**config.mk**
```make
export PLATFORM = sky130hd
export DESIGN_NAME = bist_engine
export DESIGN_NICKNAME = d
export VERILOG_FILES = /design/src/rtl/bist_engine.sv
export SDC_FILE = /design/constraint.sdc
export NUM_CORES = 1
export LEC_CHECK = 0
export BUFFER_PORTS_ARGS = -buffer_cell sky130_fd_sc_hd__buf_2
export CAP_MARGIN = 15
export CORE_MARGIN = 10
export CORE_UTILIZATION = 30
export DETAILED_ROUTE_END_ITERATION = 6
export PLACE_DENSITY = 0.59
export SETUP_SLACK_MARGIN = 0.02
export SLEW_MARGIN = 5
export SYNTH_ARGS = -nofsm -noshare
export SYNTH_HDL_FRONTEND = slang
export SYNTH_SLANG_ARGS = --single-unit
```
**constraint.sdc**
```tcl
create_clock -name clk -period 5.2 [get_ports clk]
set_input_delay 1.04 -clock clk [delete_from_list [all_inputs] [get_ports clk]]
set_output_delay 1.04 -clock clk [all_outputs]
set_load 0.02 [all_outputs]
```
**src/rtl/bist_engine.sv**
```systemverilog
// Built-in self-test sequencer: drives an external arithmetic unit in normal or LFSR test mode
// and compresses its results into a bit-serial CRC signature compared against a golden value.
module bist_engine #(
   parameter int                 W         = 8,
   parameter int                 RW        = 12,
   parameter int                 SIG_W     = 8,
   parameter int                 ITER      = 256,
   parameter logic [W-1:0]       LFSR_POLY = 8'hB8,
   parameter logic [SIG_W-1:0]   CRC_POLY  = 8'h07,
   parameter int                 TIMEOUT   = 1023
) (
   input  logic             clk,
   input  logic             rst,
   input  logic             mode_tgl,
   input  logic [W-1:0]     a,
   input  logic [W-1:0]     b,
   input  logic [SIG_W-1:0] golden,
   output logic             dut_rst,
   output logic             dut_start,
   output logic [W-1:0]     dut_a,
   output logic [W-1:0]     dut_b,
   input  logic [RW-1:0]    dut_y,
   input  logic             dut_ready,
   output logic [RW-1:0]    result,
   output logic [SIG_W-1:0] sig,
   output logic [7:0]       run_cnt,
   output logic             busy,
   output logic             pass,
   output logic             fail,
   output logic             timeout
);

   localparam int          BW        = $clog2(RW + 1);
   localparam int          WDW       = $clog2(TIMEOUT + 1);
   localparam logic [BW-1:0]  BIT_LAST  = BW'(RW - 1);
   localparam logic [WDW-1:0] WD_LAST   = WDW'(TIMEOUT - 1);
   localparam logic [15:0]    ITER_LAST = 16'(ITER - 1);

   typedef enum logic [3:0] {
      IDLE, N_LOAD, N_WAIT, N_OUT, T_INIT, T_STEP, T_LOAD, T_WAIT, T_SHIFT, T_NEXT, T_DONE
   } state_t;

   state_t           state_q, state_d;
   logic             tmode_q, tmode_d;
   logic             dut_rst_q, dut_rst_d;
   logic             dut_start_q, dut_start_d;
   logic [W-1:0]     dut_a_q, dut_a_d, dut_b_q, dut_b_d;
   logic [RW-1:0]    result_q, result_d;
   logic [SIG_W-1:0] sig_q, sig_d;
   logic [7:0]       run_cnt_q, run_cnt_d;
   logic             pass_q, pass_d, fail_q, fail_d, timeout_q, timeout_d;
   logic [W-1:0]     lfsr1_q, lfsr1_d, lfsr2_q, lfsr2_d;
   logic [SIG_W-1:0] crc_q, crc_d;
   logic [15:0]      iter_q, iter_d;
   logic [BW-1:0]    bidx_q, bidx_d;
   logic [WDW-1:0]   wd_q, wd_d;
   logic [RW-1:0]    y_q, y_d;
   logic             done_ent_q, done_ent_d;
   logic             pass_now;
   logic             rdy_ok;

   function automatic logic [W-1:0] lfsr_step(input logic [W-1:0] r);
      return (r >> 1) ^ (r[0] ? LFSR_POLY : '0);
   endfunction

   function automatic logic [SIG_W-1:0] crc_step(input logic [SIG_W-1:0] c, input logic bit_i);
      logic fb;
      fb = c[SIG_W-1] ^ bit_i;
      return {c[SIG_W-2:0], 1'b0} ^ (fb ? CRC_POLY : '0);
   endfunction

   // ready seen in the same cycle the start pulse is presented is stale from the previous operation
   assign rdy_ok   = dut_ready && !dut_start_q;
   assign pass_now = (crc_q == golden) && !timeout_q;

   always_comb begin
      state_d     = state_q;
      tmode_d     = mode_tgl ? ~tmode_q : tmode_q;
      dut_rst_d   = 1'b0;
      dut_start_d = 1'b0;
      dut_a_d     = dut_a_q;
      dut_b_d     = dut_b_q;
      result_d    = result_q;
      sig_d       = sig_q;
      run_cnt_d   = run_cnt_q;
      pass_d      = pass_q;
      fail_d      = fail_q;
      timeout_d   = timeout_q;
      lfsr1_d     = lfsr1_q;
      lfsr2_d     = lfsr2_q;
      crc_d       = crc_q;
      iter_d      = iter_q;
      bidx_d      = bidx_q;
      wd_d        = wd_q;
      y_d         = y_q;
      case (state_q)
         IDLE:   state_d = tmode_q ? T_INIT : N_LOAD;
         N_LOAD: begin
            dut_a_d     = a;
            dut_b_d     = b;
            dut_start_d = 1'b1;
            wd_d        = '0;
            state_d     = N_WAIT;
         end
         N_WAIT: begin
            if (rdy_ok) begin
               state_d = N_OUT;
            end else if (wd_q == WD_LAST) begin
               timeout_d = 1'b1;
               state_d   = IDLE;
            end else begin
               wd_d = wd_q + 1'b1;
            end
         end
         N_OUT: begin
            result_d = dut_y;
            state_d  = IDLE;
         end
         T_INIT: begin
            lfsr1_d = (a == '0) ? {{(W-1){1'b0}}, 1'b1} : a;
            lfsr2_d = (b == '0) ? {{(W-1){1'b0}}, 1'b1} : b;
            crc_d   = '0;
            iter_d  = '0;
            pass_d  = 1'b0;
            fail_d  = 1'b0;
            state_d = T_STEP;
         end
         T_STEP: begin
            lfsr1_d   = lfsr_step(lfsr1_q);
            lfsr2_d   = lfsr_step(lfsr2_q);
            dut_rst_d = 1'b1;
            state_d   = T_LOAD;
         end
         T_LOAD: begin
            dut_a_d     = lfsr1_q;
            dut_b_d     = lfsr2_q;
            dut_start_d = 1'b1;
            wd_d        = '0;
            state_d     = T_WAIT;
         end
         T_WAIT: begin
            if (rdy_ok) begin
               y_d     = dut_y;
               bidx_d  = '0;
               state_d = T_SHIFT;
            end else if (wd_q == WD_LAST) begin
               timeout_d = 1'b1;
               fail_d    = 1'b1;
               dut_rst_d = 1'b1;
               state_d   = T_DONE;
            end else begin
               wd_d = wd_q + 1'b1;
            end
         end
         T_SHIFT: begin
            crc_d = crc_step(crc_q, y_q[0]);
            y_d   = y_q >> 1;
            if (bidx_q == BIT_LAST) state_d = T_NEXT;
            else                    bidx_d  = bidx_q + 1'b1;
         end
         T_NEXT: begin
            iter_d  = iter_q + 16'd1;
            state_d = (iter_q == ITER_LAST) ? T_DONE : T_STEP;
         end
         T_DONE: begin
            if (done_ent_q) begin
               sig_d     = crc_q;
               pass_d    = pass_now;
               fail_d    = !pass_now;
               run_cnt_d = run_cnt_q + 8'd1;
            end
            if (!tmode_q) begin
               dut_rst_d = 1'b1;
               state_d   = IDLE;
            end
         end
         default: state_d = IDLE;
      endcase
      done_ent_d = (state_d == T_DONE) && (state_q != T_DONE);
   end

   always_ff @(posedge clk) begin
      if (rst) begin
         state_q     <= IDLE;
         tmode_q     <= 1'b0;
         dut_rst_q   <= 1'b1;
         dut_start_q <= 1'b0;
         dut_a_q     <= '0;
         dut_b_q     <= '0;
         result_q    <= '0;
         sig_q       <= '0;
         run_cnt_q   <= '0;
         pass_q      <= 1'b0;
         fail_q      <= 1'b0;
         timeout_q   <= 1'b0;
         lfsr1_q     <= '0;
         lfsr2_q     <= '0;
         crc_q       <= '0;
         iter_q      <= '0;
         bidx_q      <= '0;
         wd_q        <= '0;
         y_q         <= '0;
         done_ent_q  <= 1'b0;
      end else begin
         state_q     <= state_d;
         tmode_q     <= tmode_d;
         dut_rst_q   <= dut_rst_d;
         dut_start_q <= dut_start_d;
         dut_a_q     <= dut_a_d;
         dut_b_q     <= dut_b_d;
         result_q    <= result_d;
         sig_q       <= sig_d;
         run_cnt_q   <= run_cnt_d;
         pass_q      <= pass_d;
         fail_q      <= fail_d;
         timeout_q   <= timeout_d;
         lfsr1_q     <= lfsr1_d;
         lfsr2_q     <= lfsr2_d;
         crc_q       <= crc_d;
         iter_q      <= iter_d;
         bidx_q      <= bidx_d;
         wd_q        <= wd_d;
         y_q         <= y_d;
         done_ent_q  <= done_ent_d;
      end
   end

   assign dut_rst   = dut_rst_q;
   assign dut_start = dut_start_q;
   assign dut_a     = dut_a_q;
   assign dut_b     = dut_b_q;
   assign result    = result_q;
   assign sig       = sig_q;
   assign run_cnt   = run_cnt_q;
   assign pass      = pass_q;
   assign fail      = fail_q;
   assign timeout   = timeout_q;
   assign busy      = state_q inside {T_INIT, T_STEP, T_LOAD, T_WAIT, T_SHIFT, T_NEXT};

endmodule

```
==> impl_metrics.env <==
export IMPL_io_buffers=89
export IMPL_sequentialPowerShare_pct=37.6
export IMPL_switching_power_uw=853
export IMPL_async_flop_share_pct=0
export IMPL_pwr_share_clk_pct=44.6
export IMPL_place_area_um2=6040
export IMPL_slew_headroom_pct=21.2
export IMPL_final_area_um2=6710
export IMPL_nets=754
export IMPL_clk_pin_slew_ps=50
export IMPL_max_freq_mhz=301
export IMPL_postCtsSetupBuffers=0
export IMPL_synthFlopType="dfxtp_1"
export IMPL_pin_count=90
export IMPL_first_pass_iters=4
export IMPL_drt_iter0_markers=323
export IMPL_ys_types=53
export IMPL_yosysWarnings=0
export IMPL_fin_skew_ps=5.58
export IMPL_setup_viol=0
export IMPL_syn_avg_cell_area_um2=8.52
export IMPL_cellLeakagePower_uw=0.00258
export IMPL_crit_required_ps=5530
export IMPL_clock_sinks=121
export IMPL_rows=49
export IMPL_hold_ws_ps=451
export IMPL_wl_per_cell_um=14.3
export IMPL_grt_max_degree=63
export IMPL_core_area_um2=17800
export IMPL_numCtsBuffers=17
export IMPL_hold_viol_final=0
export IMPL_drive_above_1_share_pct=18.8
export IMPL_finalMaxSlewViolations=0
export IMPL_hold_class="flip-flop to flip-flop"
export IMPL_cts_max_level=4
export IMPL_cts_resized=0
export IMPL_critPathCaptureType="flip-flop"
export IMPL_final_period_minus_worst_setup_slack_ps=3320
export IMPL_clock_tree_root_cell="clkbuf_16"
export IMPL_place_inst=919
export IMPL_critPathMaxFanout=24
export IMPL_p_int_uw=2080
export IMPL_critPathKind="flip-flop to flip-flop"
export IMPL_power_density_nw_per_um2=438
export IMPL_start_kind="flip-flop"
export IMPL_antenna_found_initial=0
export IMPL_ctsHoldBuffers=0
export IMPL_ant_nets=0
export IMPL_globalplace_congestion=0.748
export IMPL_cp_data_arrival_time_ps=3650
export IMPL_drc=0
export IMPL_synth_cell_area_um2=5420
export IMPL_vias_per_cell=4.95
export IMPL_ys_seq_area_share_pct=44.7
export IMPL_period_share_pct=63.9
export IMPL_synth_edf_count=0
export IMPL_grt_first_pass_wirelength_mm=22.7
export IMPL_switching_share_pct=29.0
export IMPL_die_area_um2=23800
export IMPL_hpwlAfterDp_mm=9.32
export IMPL_grt_use_total_pct=11.2
export IMPL_wl_mm=13.6
export IMPL_rsz0062_at_grt="no"
export IMPL_clk_path_buf_depth=2
export IMPL_start_util_pct=30.4
export IMPL_tns_ps=0
export IMPL_cts_tree="yes"
export IMPL_die_y_um=154
export IMPL_status="completed"
export IMPL_dieWidth_um=154
export IMPL_final_common_cell="dfxtp_1"
export IMPL_netlist_instances=636
export IMPL_finalNonFillerCells=951
export IMPL_grt_pass1_vias=4539
export IMPL_synth_fp_nets=681
export IMPL_ir_drop_uv=202
export IMPL_worst_slew_pin_slew_ps=1180
export IMPL_comb_power_share_pct=17.8
export IMPL_overflow=0
export IMPL_final_cell_mix="121 x dfxtp_1, 88 x nor2_1, 88 x buf_2"
export IMPL_vias=4703
export IMPL_max_cap_viol_count=0
export IMPL_ys_ff_latch=121
export IMPL_antenna_cells=0
export IMPL_clock_latency_ps=410
export IMPL_synthToLayoutAreaGrowth_pct=23.8
-- cells in the mapped netlist, types with 2 or more instances --
library cell | count | share of area, %
dfxtp_1 | 121 | 45
nor2_1 | 88 | 6.1
nand2_1 | 78 | 5.4
a21oi_1 | 68 | 6.3
a22oi_1 | 37 | 5.1
clkbuf_1 | 31 | 2.1
mux2i_1 | 23 | 4.2
xor2_1 | 18 | 2.9
a211oi_1 | 14 | 1.9
nand4_1 | 14 | 1.6
nand3_1 | 13 | 1.2
xnor2_1 | 13 | 2.1
nor3_1 | 12 | 1.1
o21ai_0 | 8 | 0.74
or4_1 | 7 | 0.97
o211ai_1 | 6 | 0.83
or3_1 | 6 | 0.69
and3_1 | 5 | 0.58
buf_2 | 5 | 0.46
ha_1 | 5 | 1.2
nor2b_1 | 5 | 0.58
and2_1 | 4 | 0.46
buf_1 | 4 | 0.28
nand2b_1 | 4 | 0.46
nor4_1 | 4 | 0.46
and4_1 | 3 | 0.48
inv_1 | 3 | 0.21
a311oi_1 | 2 | 0.32
a31oi_1 | 2 | 0.23
mux2_2 | 2 | 0.42
nand4b_1 | 2 | 0.32
nor4bb_1 | 2 | 0.37
o211a_1 | 2 | 0.37
o22ai_1 | 2 | 0.23
o311ai_0 | 2 | 0.32
o31ai_1 | 2 | 0.28
or2_2 | 2 | 0.23
or3b_1 | 2 | 0.32
-- path summary, 6_finish.rpt --
check	depth (start not counted)	from	slack (ps)	to
worst min register to register	2	dut_b[7]	450	dut_b[7]
worst max-delay path	5	state_q[0]	1880	wd_q[7]
worst max register to register	5	state_q[0]	1880	wd_q[7]
worst min-delay path	2	dut_b[7]	450	dut_b[7]
-- per-layer routing --
metal / wire [µm] / track usage (%) / up-vias / part of all wire [%]
met3: 594 / 3.44 / 18 / 4.4
met1: 6330 / 13.8 / 2167 / 47
met2: 6460 / 18.1 / 88 / 48
li1: - / - / 2430 / -
met4: 197 / 3.87 / 0 / 1.5
met5: 0 / 0 / - / 0
-- cell type report --
class,count,area [µm²]
Tap cell,229,287
Inverter,3,11.3
Clock buffer,21,470
Sequential cell,121,2420
Fill cell,1781,11100
Multi-Input combinational cell,471,2830
Clock inverter,11,193
Timing Repair Buffer,95,493
-- metrics by stage --
| step | util (%) | power (µW) | setup WS [ps] |
|---|---|---|---|
| global placement | 33.9 | 1640 | 2020 |
| floorplan | - | 1500 | 2800 |
| detailed placement | 33.9 | 1650 | 1970 |
| CTS | 37.6 | 2960 | 1890 |
| global route | 37.6 | 3070 | 1670 |
| finish | 37.6 | 2940 | 1880 |
-- state kept, by name, indices dropped and copies added (netlist names), 8 cells and up --
name,cells
dut_a,8
lfsr2_q,8
result,12
dut_b,8
lfsr1_q,8
run_cnt,8
iter_q,16
wd_q,10
crc_q,8
y_q,12
sig,8
-- critical path: stages, from the launching register on --
cell	delay [ps]
dfxtp_1	930
nor4b_4	1080
nor2_4	240
a21boi_4	270
or4_1	540
a21oi_1	170
-- power by group through the flow --
stage / Clock [µW] / Sequential (µW) / Combinational (µW)
after global placement: 0 / 1120 / 521
after CTS: 1330 / 1100 / 530
after detailed placement: 0 / 1120 / 527
after floorplan: 0 / 1110 / 390
after global routing: 1370 / 1120 / 585
final: 1310 / 1100 / 523
-- cells by family after synthesis --
group                    Yosys count  share of synthesized area [%]
AO/OA/AOI/OAI                    150                           17.7
buffers and inverters             44                           3.23
AND/OR/NAND/NOR                  260                           23.6
flip-flops                       121                           44.7
XOR/XNOR                          31                           5.01
adder cells (fa/ha/maj)            5                           1.15
multiplexers                      25                           4.66
Power figures use the tool's default switching activity.
